--- config.mk ---
export PLATFORM = sky130hd
export DESIGN_NAME = fir_l2_output_serializer
export DESIGN_NICKNAME = d
export VERILOG_FILES = /design/src/rtl/fir_l2_pkg.sv /design/src/rtl/fir_pair_fifo.sv /design/src/rtl/fir_l2_output_serializer.sv
export SDC_FILE = /design/constraint.sdc
export NUM_CORES = 1
export LEC_CHECK = 0
export CAP_MARGIN = 20
export CELL_PAD_IN_SITES_DETAIL_PLACEMENT = 1
export CELL_PAD_IN_SITES_GLOBAL_PLACEMENT = 2
export CORE_ASPECT_RATIO = 0.5
export CORE_UTILIZATION = 44
export DETAILED_ROUTE_END_ITERATION = 10
export GPL_TIMING_DRIVEN = 0
export PLACE_DENSITY_LB_ADDON = 0.1
export SLEW_MARGIN = 10
export SYNTH_ARGS = -nofsm -noshare
export SYNTH_HDL_FRONTEND = slang
export SYNTH_SLANG_ARGS = --single-unit
--- constraint.sdc ---
create_clock -name clk -period 10.6 [get_ports clk]
set_input_delay 2.12 -clock clk [delete_from_list [all_inputs] [get_ports clk]]
set_output_delay 2.12 -clock clk [all_outputs]
set_load 0.02 [all_outputs]
--- src/rtl/fir_l2_pkg.sv ---
// Shared constants and the round/saturate helper for the L=2 FIR output serializer.
package fir_l2_pkg;

    localparam int DATA_WIDTH_DEF = 64;
    localparam int OUT_WIDTH_DEF  = 16;
    localparam int FRAC_SHIFT_DEF = 30;
    localparam int FIFO_DEPTH_DEF = 4;

    // Helper works at a fixed wide width; callers sign-extend in and truncate out.
    localparam int RS_XW = 129;
    localparam int RS_OW = 64;

    typedef enum logic {PH_SLOT1, PH_SLOT2} phase_t;

    typedef struct packed {
        logic             sat;
        logic [RS_OW-1:0] value;
    } rs_t;

    function automatic rs_t round_sat(input logic signed [RS_XW-1:0] x,
                                      input int frac_shift,
                                      input int out_width);
        logic signed [RS_XW-1:0] one, r, s, max_v, min_v;
        rs_t res;
        one = 1;
        r   = x;
        if (frac_shift > 0)
            r = x + (one <<< (frac_shift - 1));
        s     = r >>> frac_shift;
        max_v = (one <<< (out_width - 1)) - one;
        min_v = -max_v - one;
        res.sat = 1'b1;
        if (s > max_v)
            res.value = max_v[RS_OW-1:0];
        else if (s < min_v)
            res.value = min_v[RS_OW-1:0];
        else begin
            res.sat   = 1'b0;
            res.value = s[RS_OW-1:0];
        end
        return res;
    endfunction

endpackage

--- src/rtl/fir_pair_fifo.sv ---
// Synchronous FIFO holding {y(2k+1), y(2k)} pairs with an occupancy count.
module fir_pair_fifo
    import fir_l2_pkg::*;
#(
    parameter int WIDTH = 2 * DATA_WIDTH_DEF,
    parameter int DEPTH = FIFO_DEPTH_DEF,
    localparam int AW   = $clog2(DEPTH)
) (
    input  logic             clk,
    input  logic             reset,
    input  logic             wr_en,
    input  logic [WIDTH-1:0] wr_data,
    input  logic             rd_en,
    output logic [WIDTH-1:0] rd_data,
    output logic [AW:0]      count,
    output logic             full,
    output logic             empty
);

    logic [WIDTH-1:0] mem [DEPTH];
    logic [AW-1:0]    wr_ptr, rd_ptr;
    logic             do_wr, do_rd;

    assign full    = (count == (AW+1)'(DEPTH));
    assign empty   = (count == '0);
    assign do_wr   = wr_en && !full;
    assign do_rd   = rd_en && !empty;
    assign rd_data = mem[rd_ptr];

    always_ff @(posedge clk) begin
        if (do_wr)
            mem[wr_ptr] <= wr_data;
    end

    always_ff @(posedge clk) begin
        if (reset) begin
            wr_ptr <= '0;
            rd_ptr <= '0;
            count  <= '0;
        end else begin
            if (do_wr) wr_ptr <= wr_ptr + 1'b1;
            if (do_rd) rd_ptr <= rd_ptr + 1'b1;
            case ({do_wr, do_rd})
                2'b10:   count <= count + 1'b1;
                2'b01:   count <= count - 1'b1;
                default: ;
            endcase
        end
    end

endmodule

--- src/rtl/fir_l2_output_serializer.sv ---
// 2:1 pair-to-sample serializer: buffers (y(2k), y(2k+1)) pairs, then rounds,
// saturates and emits one sample per cycle on a valid/ready stream.
module fir_l2_output_serializer
    import fir_l2_pkg::*;
#(
    parameter int DATA_WIDTH = DATA_WIDTH_DEF,
    parameter int OUT_WIDTH  = OUT_WIDTH_DEF,
    parameter int FRAC_SHIFT = FRAC_SHIFT_DEF,
    parameter int FIFO_DEPTH = FIFO_DEPTH_DEF,
    localparam int LW        = $clog2(FIFO_DEPTH) + 1
) (
    input  logic                         clk,
    input  logic                         reset,
    input  logic                         in_valid,
    output logic                         in_ready,
    input  logic signed [DATA_WIDTH-1:0] in_data_1,
    input  logic signed [DATA_WIDTH-1:0] in_data_2,
    output logic                         out_valid,
    input  logic                         out_ready,
    output logic signed [OUT_WIDTH-1:0]  out_data,
    output logic                         out_sat,
    output logic [15:0]                  sat_count,
    output logic [LW-1:0]                fill_level
);

    logic [2*DATA_WIDTH-1:0]      head;
    logic signed [DATA_WIDTH-1:0] head_sample;
    logic                         full, empty, load, pop;
    phase_t                       phase;
    rs_t                          rs;

    // in_ready looks only at the registered fill count, never at out_ready.
    assign in_ready = !reset && !full;
    assign load     = (!out_valid || out_ready) && !empty;
    assign pop      = load && (phase == PH_SLOT2);

    fir_pair_fifo #(.WIDTH(2 * DATA_WIDTH), .DEPTH(FIFO_DEPTH)) u_fifo (
        .clk     (clk),
        .reset   (reset),
        .wr_en   (in_valid && in_ready),
        .wr_data ({in_data_2, in_data_1}),
        .rd_en   (pop),
        .rd_data (head),
        .count   (fill_level),
        .full    (full),
        .empty   (empty)
    );

    assign head_sample = (phase == PH_SLOT2) ? head[2*DATA_WIDTH-1:DATA_WIDTH]
                                             : head[DATA_WIDTH-1:0];
    assign rs = round_sat(RS_XW'(head_sample), FRAC_SHIFT, OUT_WIDTH);

    always_ff @(posedge clk) begin
        if (reset) begin
            out_valid <= 1'b0;
            out_data  <= '0;
            out_sat   <= 1'b0;
            sat_count <= '0;
            phase     <= PH_SLOT1;
        end else begin
            if (out_valid && out_ready && out_sat && sat_count != 16'hFFFF)
                sat_count <= sat_count + 16'd1;
            if (load) begin
                out_valid <= 1'b1;
                out_data  <= rs.value[OUT_WIDTH-1:0];
                out_sat   <= rs.sat;
                phase     <= (phase == PH_SLOT1) ? PH_SLOT2 : PH_SLOT1;
            end else if (out_ready) begin
                out_valid <= 1'b0;
            end
        end
    end

endmodule

Word level (Yosys, flattened, before mapping)

Memories as Yosys holds them, arrays and structs flattened. A register that Yosys moved wholly into a read port is not among the register bits.
Cells that the tools add are included.

Register bits: 42
Latch bits: 0
Bits in writable memories: 512
Bits in read-only memories: 0
Input bits: 132
Logic and storage cells: 51
Memories kept: 1

$add $sub $neg: 6
Multiply operators: 0
Divide/modulo/power cells: 0
$lt $le $gt $ge: 2
Equality and inequality tests: 4
Shifts and indexed selects: 0
Mux-type cells: 13
Bitwise gates (word level): 0
Reduce and logical (&&, ||, !) cells: 17

Memories:

| memory     | words | width | read ports | clocked after memory_dff | wr ports | RTL line            | RTL |
|---|---|---|---|---|---|---|---|
| u_fifo.mem | 4     | 128   | 1          | 1                        | 1        | fir_pair_fifo.sv:20 | `logic [WIDTH-1:0] mem [DEPTH];` |

Operator list:

| cell                                                                   | number |
|---|---|
| 64-bit by 31-bit adder with 65-bit output, second input constant       | 1 |
| 64-bit 2-to-1 mux                                                      | 1 |
| 35-bit by 16-bit > comparator with 1-bit output, second input constant | 1 |
| 35-bit by 16-bit < comparator with 1-bit output, second input constant | 1 |
| 16-bit 2-to-1 mux                                                      | 2 |
| 16-bit by 1-bit adder with 16-bit output, second input constant        | 1 |
| 16-bit != test, second input constant                                  | 1 |
| 1-bit logical AND                                                      | 9 |
| 1-bit 2-to-1 mux                                                       | 7 |
| 3-bit one-hot mux with 2 select lines                                  | 1 |
| 2-bit by 1-bit adder with 2-bit output, second input constant          | 2 |
| 1-bit zero test                                                        | 4 |
| 2-bit 2-to-1 mux                                                       | 2 |
| 2-bit nonzero test                                                     | 2 |
| 3-bit by 1-bit adder with 3-bit output, second input constant          | 1 |
| 3-bit equality test, second input constant                             | 1 |
| 3-bit zero test                                                        | 1 |
| 3-bit by 1-bit subtractor with 3-bit output, second input constant     | 1 |
| 2-bit by 1-bit equality test with 1-bit output, second input constant  | 1 |
| 2-bit equality test, second input constant                             | 1 |
| 1-bit logical OR                                                       | 1 |

Depth between registers and ports, before layout

Depth after elaboration: 7
Depth in mapped cells: 18

Modules after synthesis

A second synthesis with hierarchy kept.

Cell total of the unflattened synthesis: 1156
Area, all modules: 22464.0 um^2

By module, submodules not included:

| module                   | instances | cells an instance | area an instance (um^2) | seq. area each (um^2) |
|---|---|---|---|---|
| fir_pair_fifo            | 1         | 722               | 19042.0                 | 15554.9 |
| fir_l2_output_serializer | 1         | 434               | 3422.0                  | 700.7 |

Worst setup path before layout

OpenSTA, ideal clock, no wires.

Path kind: input-to-reg
Start: in reset
End: mem u_fifo.mem[0][100] in the netlist's numbering, enable pin
Setup time: 0.436 ns
Arrival time: 4.574 ns
Data required time: 10.164 ns
Path slack: 5.590 ns
Cell stages on the path: 3
Path buffers: 1
Cell sequence: buf_4 a31oi_1 and3_1

Longest elaborated chain between the ends: 6

Ends and longest elaborated chain:

| element                                | RTL line                       | RTL |
|---|---|---|
| start: declaration                     | fir_l2_output_serializer.sv:13 | `input logic reset,` |
| 1-bit zero test                        | fir_l2_output_serializer.sv:33 | `assign in_ready = !reset && !full;` |
| 1-bit logical AND                      | fir_l2_output_serializer.sv:33 |  |
| net in_ready                           | fir_l2_output_serializer.sv:15 | `output logic in_ready,` |
| 1-bit logical AND                      | fir_l2_output_serializer.sv:40 | `.wr_en (in_valid && in_ready),` |
| 1-bit logical AND                      | fir_pair_fifo.sv:26            | `assign do_wr = wr_en && !full;` |
| 1-bit 2-to-1 mux                       | fir_pair_fifo.sv:31            | `if (do_wr)` |
| 1-bit 2-to-1 mux (implied by the code) | fir_pair_fifo.sv:32            | `mem[wr_ptr] <= wr_data;` |
| end: declaration                       | fir_pair_fifo.sv:20            |  |

The timed path passes the listed nets, and every way through them passes these cells.

Worst setup path after layout

Start: in reset
End: out in_ready

Longest elaborated chain between the ends: 2

Ends and longest elaborated chain:

| element           | RTL line |
|---|---|
| 1-bit zero test   | fir_l2_output_serializer.sv:33 |
| 1-bit logical AND | fir_l2_output_serializer.sv:33 |
| end: declaration  | fir_l2_output_serializer.sv:15 |

Every way passes these cells.

==> impl_results.md <==
- Status: complete, no violations
- Hold path cells: 2
- Clk_lat worst skew: 0.55 ns
- Hold Path End: out_data[15]
- Crit Path Max Fanout: 8
- Pwr Total: 3020 uW
- Pre-Repair DR Iteration Count: 4
- Die ar.: 31100 sq um
- I/O Pins: 170
- Die Y: around 130 um
- GRT Resource Usage Total: 0.193
- Worst setup EP type: primary output
- Crit path launch type: input pin
- Slew Viols, Final: 0
- Max-slew headroom: 0.436
- Post-CTS Hold Buffers: 0
- Clock Sinks: 324
- Reg2reg end: out_data[4]
- Synth top area share: 0.630
- R2R depth: 14
- Arr. time, crit path: approximately 3.4 ns
- Static Leak: 0.00498 uW
- Max-Cap Viols: 0
- RSZ-0062 raised after global routing: no
- Initial antenna violation count: 0
- Adder-cell share of the synthesized area: 0.00807
- Flops & latches, synth: approximately 320
- Compound-Gate Fraction of Synth Area: 0.0237
- Main combinational cell family by area after synthesis: multiplexers
- Fin crit share: 0.519
- Post-synthesis mux area share: 0.148
- Least-Margin Pin Slew: 0.822 ns
- Most common cell in the netlist: edfxtp_1
- Root Buffer: clkbuf_16
- Setup Crit Path Kind: input pin to primary output
- Starting Density: 0.454
- Clk buf depth: 3
- Largest net degree at the start of global routing: 50
- CTS Buf Count: 29
- Iteration-0 DRC Markers: 391
- Chip Width: 248 um
- Final Hold Fails: 0
- # diodes: 0
- Setup TNS: 0 ns
- CTS clk-pin slew, worst paths: about 0.060 ns
- Post-synth ARST share: 0
- Number of synthesized flops with an enable pin: 280
- Number of synthesis warnings: 0
- Post-route DRC: 0
- R2r setup slk: 5.88 ns
- Layout area overhead: 19.8%
- Commonest cells in the synthesized netlist: edfxtp_1, mux4_2, nor2_1
- Library cells used by synthesis: between 50 and 60
- Core Region: 29400 sq um
- XOR/XNOR Fraction of Synth Area: 0.0302
- Vias: 7179
- Fmax achieved: 0.182 GHz
- Fillers: 2734
- Vias per cell: 5.47
- Setup violations, final: 0
- Clock Skew: 0.0149 ns
- Syn avg cell area: ~18 sq um
- Dominant cell type by area after synthesis: edfxtp_1
- Synthesized area: 13300 sq um
- Post-cts sizing count: 0
- Row count: 44
- Top FF cell, synth: edfxtp_1
- Synthesized net count: approximately 900
- Max VDD drop: 0.000109 V
- First-pass GRT wire length: 44.7 mm
- GRT overflow: 0
- PortBufs: 110
- Gpl congestion: 0.849
- Min-delay worst type: register to register
- Required time of the critical path: 8.48 ns
- Final net count: 1042
- Hold_sp: out_data[15]
- Final min period: about 5.5 ns
- H-tree levels: 1
- Vias in the first global route: between 7000 and 8000
- Share of cells above drive strength 1: 0.164
- Simple-gate share of the synthesized area: 0.0697
- Pwr dens: 189 nW/um^2
- Dpl hpwl: 19.9 mm
- Gate Count Post-Synth: 757
- Routed Antenna Nets: 0
- Clock tree from TritonCTS: built
- Post-CTS setup buffers: 0
- Post-DR wirelength/cell: 22.2 um
- Routed wire length: 29.1 mm
- Sequential fraction of the synthesis area: 0.696
- Synth area leaders: edfxtp_1, mux4_2, dfxtp_1
==> per-layer routing <==
layer / vias to the layer above / routed length, um / GRT usage
met1: 3736 / 13800 / 0.275
li1: 3280 / - / -
met3: 30 / 1160 / 0.0348
met4: 0 / 303 / 0.0280
met2: 133 / 13900 / 0.318
met5: - / 0 / 0
==> registers in the layout (all words and copies together), names as in the netlist, named ones only <==
signal and count:
u_fifo.mem 280, out_data 16, sat_count 16, u_fifo.count 3, u_fifo.rd_ptr 2, u_fifo.wr_ptr 2
out_sat 1, out_valid 1, phase 1
==> through the flow <==
stage,worst slack (ns),std cells,hold slack (ns),utilization,area (sq um)
4_1_cts,5.10,1312,0.469,0.544,16000
6_report,5.10,1312,0.474,0.544,16000
5_1_grt,5.04,1312,0.520,0.544,16000
3_3_place_gp,4.31,1258,0.447,0.508,14900
3_5_place_dp,5.10,1262,0.457,0.512,15100
2_1_floorplan,5.59,757,0.485,-,13300
==> layout by cell type, fill, tap and decap left out, drive strengths merged, types with 2 or more instances in the layout <==
cell type,n
edfxtp,280
clkdlybuf4s50,110
mux4,70
nor2,56
dfxtp,44
nand2,42
clkbuf,39
mux2i,35
buf,31
xnor2,24
nor3,23
xor2,22
a211oi,17
inv,17
nand3,15
a21oi,13
nor4,9
and3,8
ha,7
nand4,6
clkinv,6
and2,5
bufinv,4
or4,4
o31ai,4
nand4b,3
or3,3
o21ai,3
nor3b,3
a31oi,2
and4,2
clkinvlp,2
==> kinds of logic after synthesis <==
kind of cell | Yosys count
buffers and inverters | 46
adders and majority gates | 8
muxes | 106
DFF | 324
xor gates and xnor gates | 46
AOI/OAI and AO/OA | 44
and+or+nand+nor | 183
==> worst max-delay path: stages <==
cell             delay, ns
buf_4                 0.16
a31oi_1               0.40
clkdlybuf4s50_1       0.70
==> area by class of cell <==
type	count	area (sq um)	area share
buffer	31	269	0.0168
clock buffer	36	752	0.0470
clock inverter	14	175	0.0110
inverter	15	56.3	0.00352
multi-input combinational	387	3740	0.234
sequential	324	9290	0.581
tap	391	489	0.0306
timing repair buffer	114	1210	0.0758
==> worst max path at each step <==
stage	from	end	slack [ns]	cells past startpoint
finish	reset	in_ready	5.10	3
global placement	reset	u_fifo.mem[0][38]	4.31	3
CTS	reset	in_ready	5.10	3
global route	reset	in_ready	5.04	3
detailed placement	reset	in_ready	5.10	3
floorplan	reset	u_fifo.mem[0][100]	5.59	3
==> report_power, final <==
group / total [uW] / internal [uW] / switching [uW] / leakage (uW)
clock: 1040 / 599 / 445 / 0.000441
combinational: 514 / 219 / 295 / 0.00164
sequential: 1460 / 1440 / 21.5 / 0.00290
total: 3020 / 2260 / 761 / 0.00498
Note: power is estimated with default switching activity, not from simulation.
==> variant 1: new RTL, same settings <==
Set the package constant `FIFO_DEPTH_DEF` to 8 (it was 4).
--- a/src/rtl/fir_l2_pkg.sv
+++ b/src/rtl/fir_l2_pkg.sv
@@ -5,5 +5,5 @@
     localparam int OUT_WIDTH_DEF  = 16;
     localparam int FRAC_SHIFT_DEF = 30;
-    localparam int FIFO_DEPTH_DEF = 4;
+    localparam int FIFO_DEPTH_DEF = 8;
 
     // Helper works at a fixed wide width; callers sign-extend in and truncate out.
Interface: changed (resized fill_level); port bits go from 170 to 171. No check against the original RTL was run, so the function may have changed too.
==> variant 1 against the unedited design <==
  * Count of clock-buffer cells in the layout is 32 higher
  * Power up 86%
  * Synthesized cell count rose by 64%
  * Setup slack worse by 0.16 ns
  * Design area rose by 80%
  * Synthesized area up 82%
  * Combinational power is 87% higher
  * Sequential cell count grew 284
  * Via count rose by 76%
  * Wire length rose by 110%
  * Clock power increased by 86%
  * Sequential share of layout area grew 3.7 points
  * Highest routed layer unchanged
==> variant 1: results (changes against the unedited design) <==
* Largest net degree at the start of global routing at 22 (-56%)
* Dpl hpwl at 40,500 um (+100%)
* Post-route setup TNS at 0 ns (unchanged)
* PortBufs at 112 (+1.8%)
* Slowest stage cell, crit path: clkdlybuf4s50_1
* Critical Path AT at 3.54 ns (+0.16 ns)
* Top flop regs: u_fifo.mem: 560 flops, out_data: 16 flops, sat_count: 16 flops
* H-Tree Depth at 2 (+1)
* Slowest stage delay, CP at 0.64 ns (-0.06 ns)
* Antenna violations before repair at 2 (+2)
* Peak supply drop at 119 uV (+9.2%)
* Routed via count at 12,600 (+76%)
* Synth cell types at 72 (+38%)
* CTS Buffer Depth at 3 (unchanged)
* FF-to-FF path depth at 14 (unchanged)
* Slew HR at 0.375 (-0.0613)
* Clk_skew at 0.0210 ns (+0.00616 ns)
* Layout cell share with drive strength beyond 1 at 0.222 (+0.0583)
* Placed Area at 27,100 um2 (+80%)
* Total CTS buffers at 53 (+83%)
* Final net count at 1,593 (+53%)
* Cell count after synthesis at 1,243 (+64%)
* First-pass GRT wire length at 88,300 um (+98%)
* Crit Path Max Fanout at 8 (unchanged)
* GRT Util Overall at 0.218 (+0.0245)
* Top cells by area, synth: edfxtp_1 69%, mux4_2 13%, dfxtp_1 4.0%, a22oi_1 1.4%, nor2_1 1.0%
* Post-synth EDFFs at 560 (+100%)
* Synth async-reset ratio at 0 (unchanged)
* GP Congestion at 0.813 (-4.2%)
* Inst Count DP at 2,142 (+70%)
* Initial DRC count at 989 (+150%)
* Iteration count of the initial detailed-routing pass at 5 (+1)
* Status: completed
* Leak at 8.91 nW (+79%)
* Non-filler instance count after layout at 2,239 (+71%)
* Fin crit period at 5.66 ns (+0.156 ns)
* DRT Wirelength at 60,100 um (+110%)
* R2R Setup Slk at 5.27 ns (-0.61 ns)
* R2r startpoint: phase
* Gates resized, CTS repair at 0 (unchanged)
* Clock latency on the worst-skew pair at 0.61 ns (+0.06 ns)
* Pre-CTS WS at 4.86 ns (-0.246 ns)
* Post-CTS Repair Setup Buffers at 0 (unchanged)
* Worst setup path endpoint: in_ready
* Sequential share of the synthesized area at 0.732 (+0.0355)
* Synth top cells by count: 560 x edfxtp_1, 139 x mux4_2, 65 x nor2_1
* Syn Nets at 1,383 (+54%)
variant 1: cell types whose count changed after synthesis, sizes merged, moves of 14 or more:
cell and delta:
clkbuf +14, o32ai +15, a211oi -15, nand2 +15, edfxtp +280, mux2i -23
or3 +14, a22oi +46, mux4 +69
variant 1: how the worst min path moves through the flow:
| stage | slack (ns) | startpoint | endpoint |
|---|---|---|---|
| floorplan | 0.45 | u_fifo.rd_ptr[1] | flip-flop |
| global placement | 0.48 | u_fifo.wr_ptr[0] | u_fifo.wr_ptr[0] |
| detailed placement | 0.48 | out_data[15] | out_data[15] |
| CTS | 0.49 | out_data[15] | out_data[15] |
| global route | 0.52 | out_data[15] | out_data[15] |
| finish | 0.49 | out_data[15] | out_data[15] |
variant 1: cell type report:
class | instances | area [um2]
antenna | 1 | 2.50
sequential | 608 | 17800
timing repair buffer | 155 | 1790
tap | 744 | 931
clock buffer | 68 | 1410
buffer | 57 | 442
fill | 4882 | 25400
multi-input combinational | 568 | 6090
inverter | 10 | 37.5
clock inverter | 28 | 280
variant 1: cell families after synthesis:
group / share of synthesized area
compound gates: 0.0397
simple gates: 0.0531
mux: 0.134
buf+inv: 0.0197
flops: 0.732
fa+ha+maj: 0.00443
xor+xnor: 0.0169
variant 1: power breakdown:
group | total, mW | switching, mW | internal [mW]
clock | 1.93 | 0.864 | 1.07
combinational | 0.962 | 0.572 | 0.390
sequential | 2.72 | 0.0386 | 2.68
variant 1: routing by layer:
metal / track usage / part of all wire / vias up
met5: 0 / 0 / -
met4: 0.0451 / 0.016 / 0
met3: 0.0389 / 0.051 / 63
met2: 0.359 / 0.49 / 267
met1: 0.306 / 0.45 / 6767
li1: - / - / 5526
variant 1: tightest hold or removal path, cell delays in order (launching register included):
cell and delay, ns:
dfxtp_1 0.32, nand2b_1 0.06, a21oi_1 0.06
==> variant 2: new RTL, same settings <==
Without the edit above. Make the reset (`reset`) asynchronous in 2 clocked blocks.
--- a/src/rtl/fir_pair_fifo.sv
+++ b/src/rtl/fir_pair_fifo.sv
@@ -33,5 +33,5 @@
     end
 
-    always_ff @(posedge clk) begin
+    always_ff @(posedge clk or posedge reset) begin
         if (reset) begin
             wr_ptr <= '0;
--- a/src/rtl/fir_l2_output_serializer.sv
+++ b/src/rtl/fir_l2_output_serializer.sv
@@ -51,5 +51,5 @@
     assign rs = round_sat(RS_XW'(head_sample), FRAC_SHIFT, OUT_WIDTH);
 
-    always_ff @(posedge clk) begin
+    always_ff @(posedge clk or posedge reset) begin
         if (reset) begin
             out_valid <= 1'b0;
Check against the original RTL: differs if reset is asserted again (counterexample within 4 cycles, from zero or initial values and one cycle with reset high); with reset held inactive, the same outputs for 4 cycles.
==> variant 2 against the unedited design <==
  * Utilization down 0.85 points
  * Sequential cell count is 2 lower
  * Via count up 1.8%
  * Setup slack worse by 0.30 ns
  * Design area is 2.2% higher
  * Wire length up 2.9%
  * Synthesized area grew 2.9%
  * Critical path type unchanged
  * Critical endpoint unchanged
  * Largest cell class unchanged
Power is not compared: it rests on default switching activity, and its combinational part moved more than twofold at a synthesized area within 25%.
==> variant 2: results (changes against the unedited design) <==
* Non-filler instance count after layout at 1,321 (+0.69%)
* Met2 WL at 14,500 um (+4.5%)
* Critical Path AT at 3.68 ns (+0.30 ns)
* Metal3 WL at 1110 um (-4.4%)
* Slew HR at 0.423 (-0.0133)
* Vias/cell at 5.53 (+1.1%)
* Compound-Gate Fraction of Synth Area at 0.0345 (+0.0107)
* Final core utilization at 0.535 (-0.00849)
* Post-layout worst setup margin at 4.80 ns (-0.295 ns)
* Fill cells at 2,820 (+3.1%)
* Area share of the largest cell type after synthesis at 0.612 (-0.0179)
* Status: completed
* Data buffer area share at 0.0948 (+0.00223)
* Clock-cell share at 0.0500 (-0.00798)
* Seq area share at 0.579 (-0.00200)
* Top cells by area, synth: edfxtp_1 61%, dfrtp_1 7.7%, mux4_2 6.4%, mux4_1 5.9%, mux2i_1 2.2%
* Routed wire per std cell at 22.7 um (+2.2%)
* Synth cell types at 66 (+27%)
* Synth Area in XOR/XNOR at 0.0281 (-0.00213)
* Clock net sink count at 322 (-0.62%)
* Multi-input combinational cell area at 3940 um2 (+5.1%)
* GP Congestion at 0.804 (-5.3%)
* Multi-input gate count at 368 (-4.9%)
* Clk_skew at 0.0127 ns (-0.00220 ns)
* Synth async-reset ratio at 0.130 (+0.130)
* Dpl hpwl at 20,100 um (+1.1%)
* Nonclk inv count at 12 (-3)
* Synth top cells by count: 280 x edfxtp_1, 42 x dfrtp_1, 39 x mux4_2
* First-pass GRT wire length at 46,100 um (+3.2%)
* Syn avg cell area at 18.8 um2 (+6.4%)
* Non-clk bufs at 146 (+0.69%)
## variant 2: cell types whose count changed after synthesis, moves of 6 or more
cell,change
o32ai_1,+14
dfrtp_1,+42
mux2_2,+8
mux4_2,-25
nor3_1,-12
mux4_1,+25
xor2_1,-6
a211oi_1,-13
nand2_1,-19
o21ai_0,+15
nand4_1,+6
dfxtp_1,-44
nor2_1,-19
a21oi_1,-7
## variant 2: path summary, 6_finish.rpt
| check | from | depth (start not counted) | endpoint | slack, ns |
|---|---|---|---|---|
| worst max-delay path | reset | 3 | in_ready | 4.80 |
| worst min-delay path | sat_count[8] | 1 | sat_count[8] | 0.48 |
| worst max register to register | phase | 16 | out_data[1] | 5.34 |
| worst min register to register | sat_count[8] | 1 | sat_count[8] | 0.48 |
| max in group asynchronous | reset | 3 | out_data[15] | 8.15 |
| min in group asynchronous | reset | 2 | u_fifo.count[0] | 1.94 |
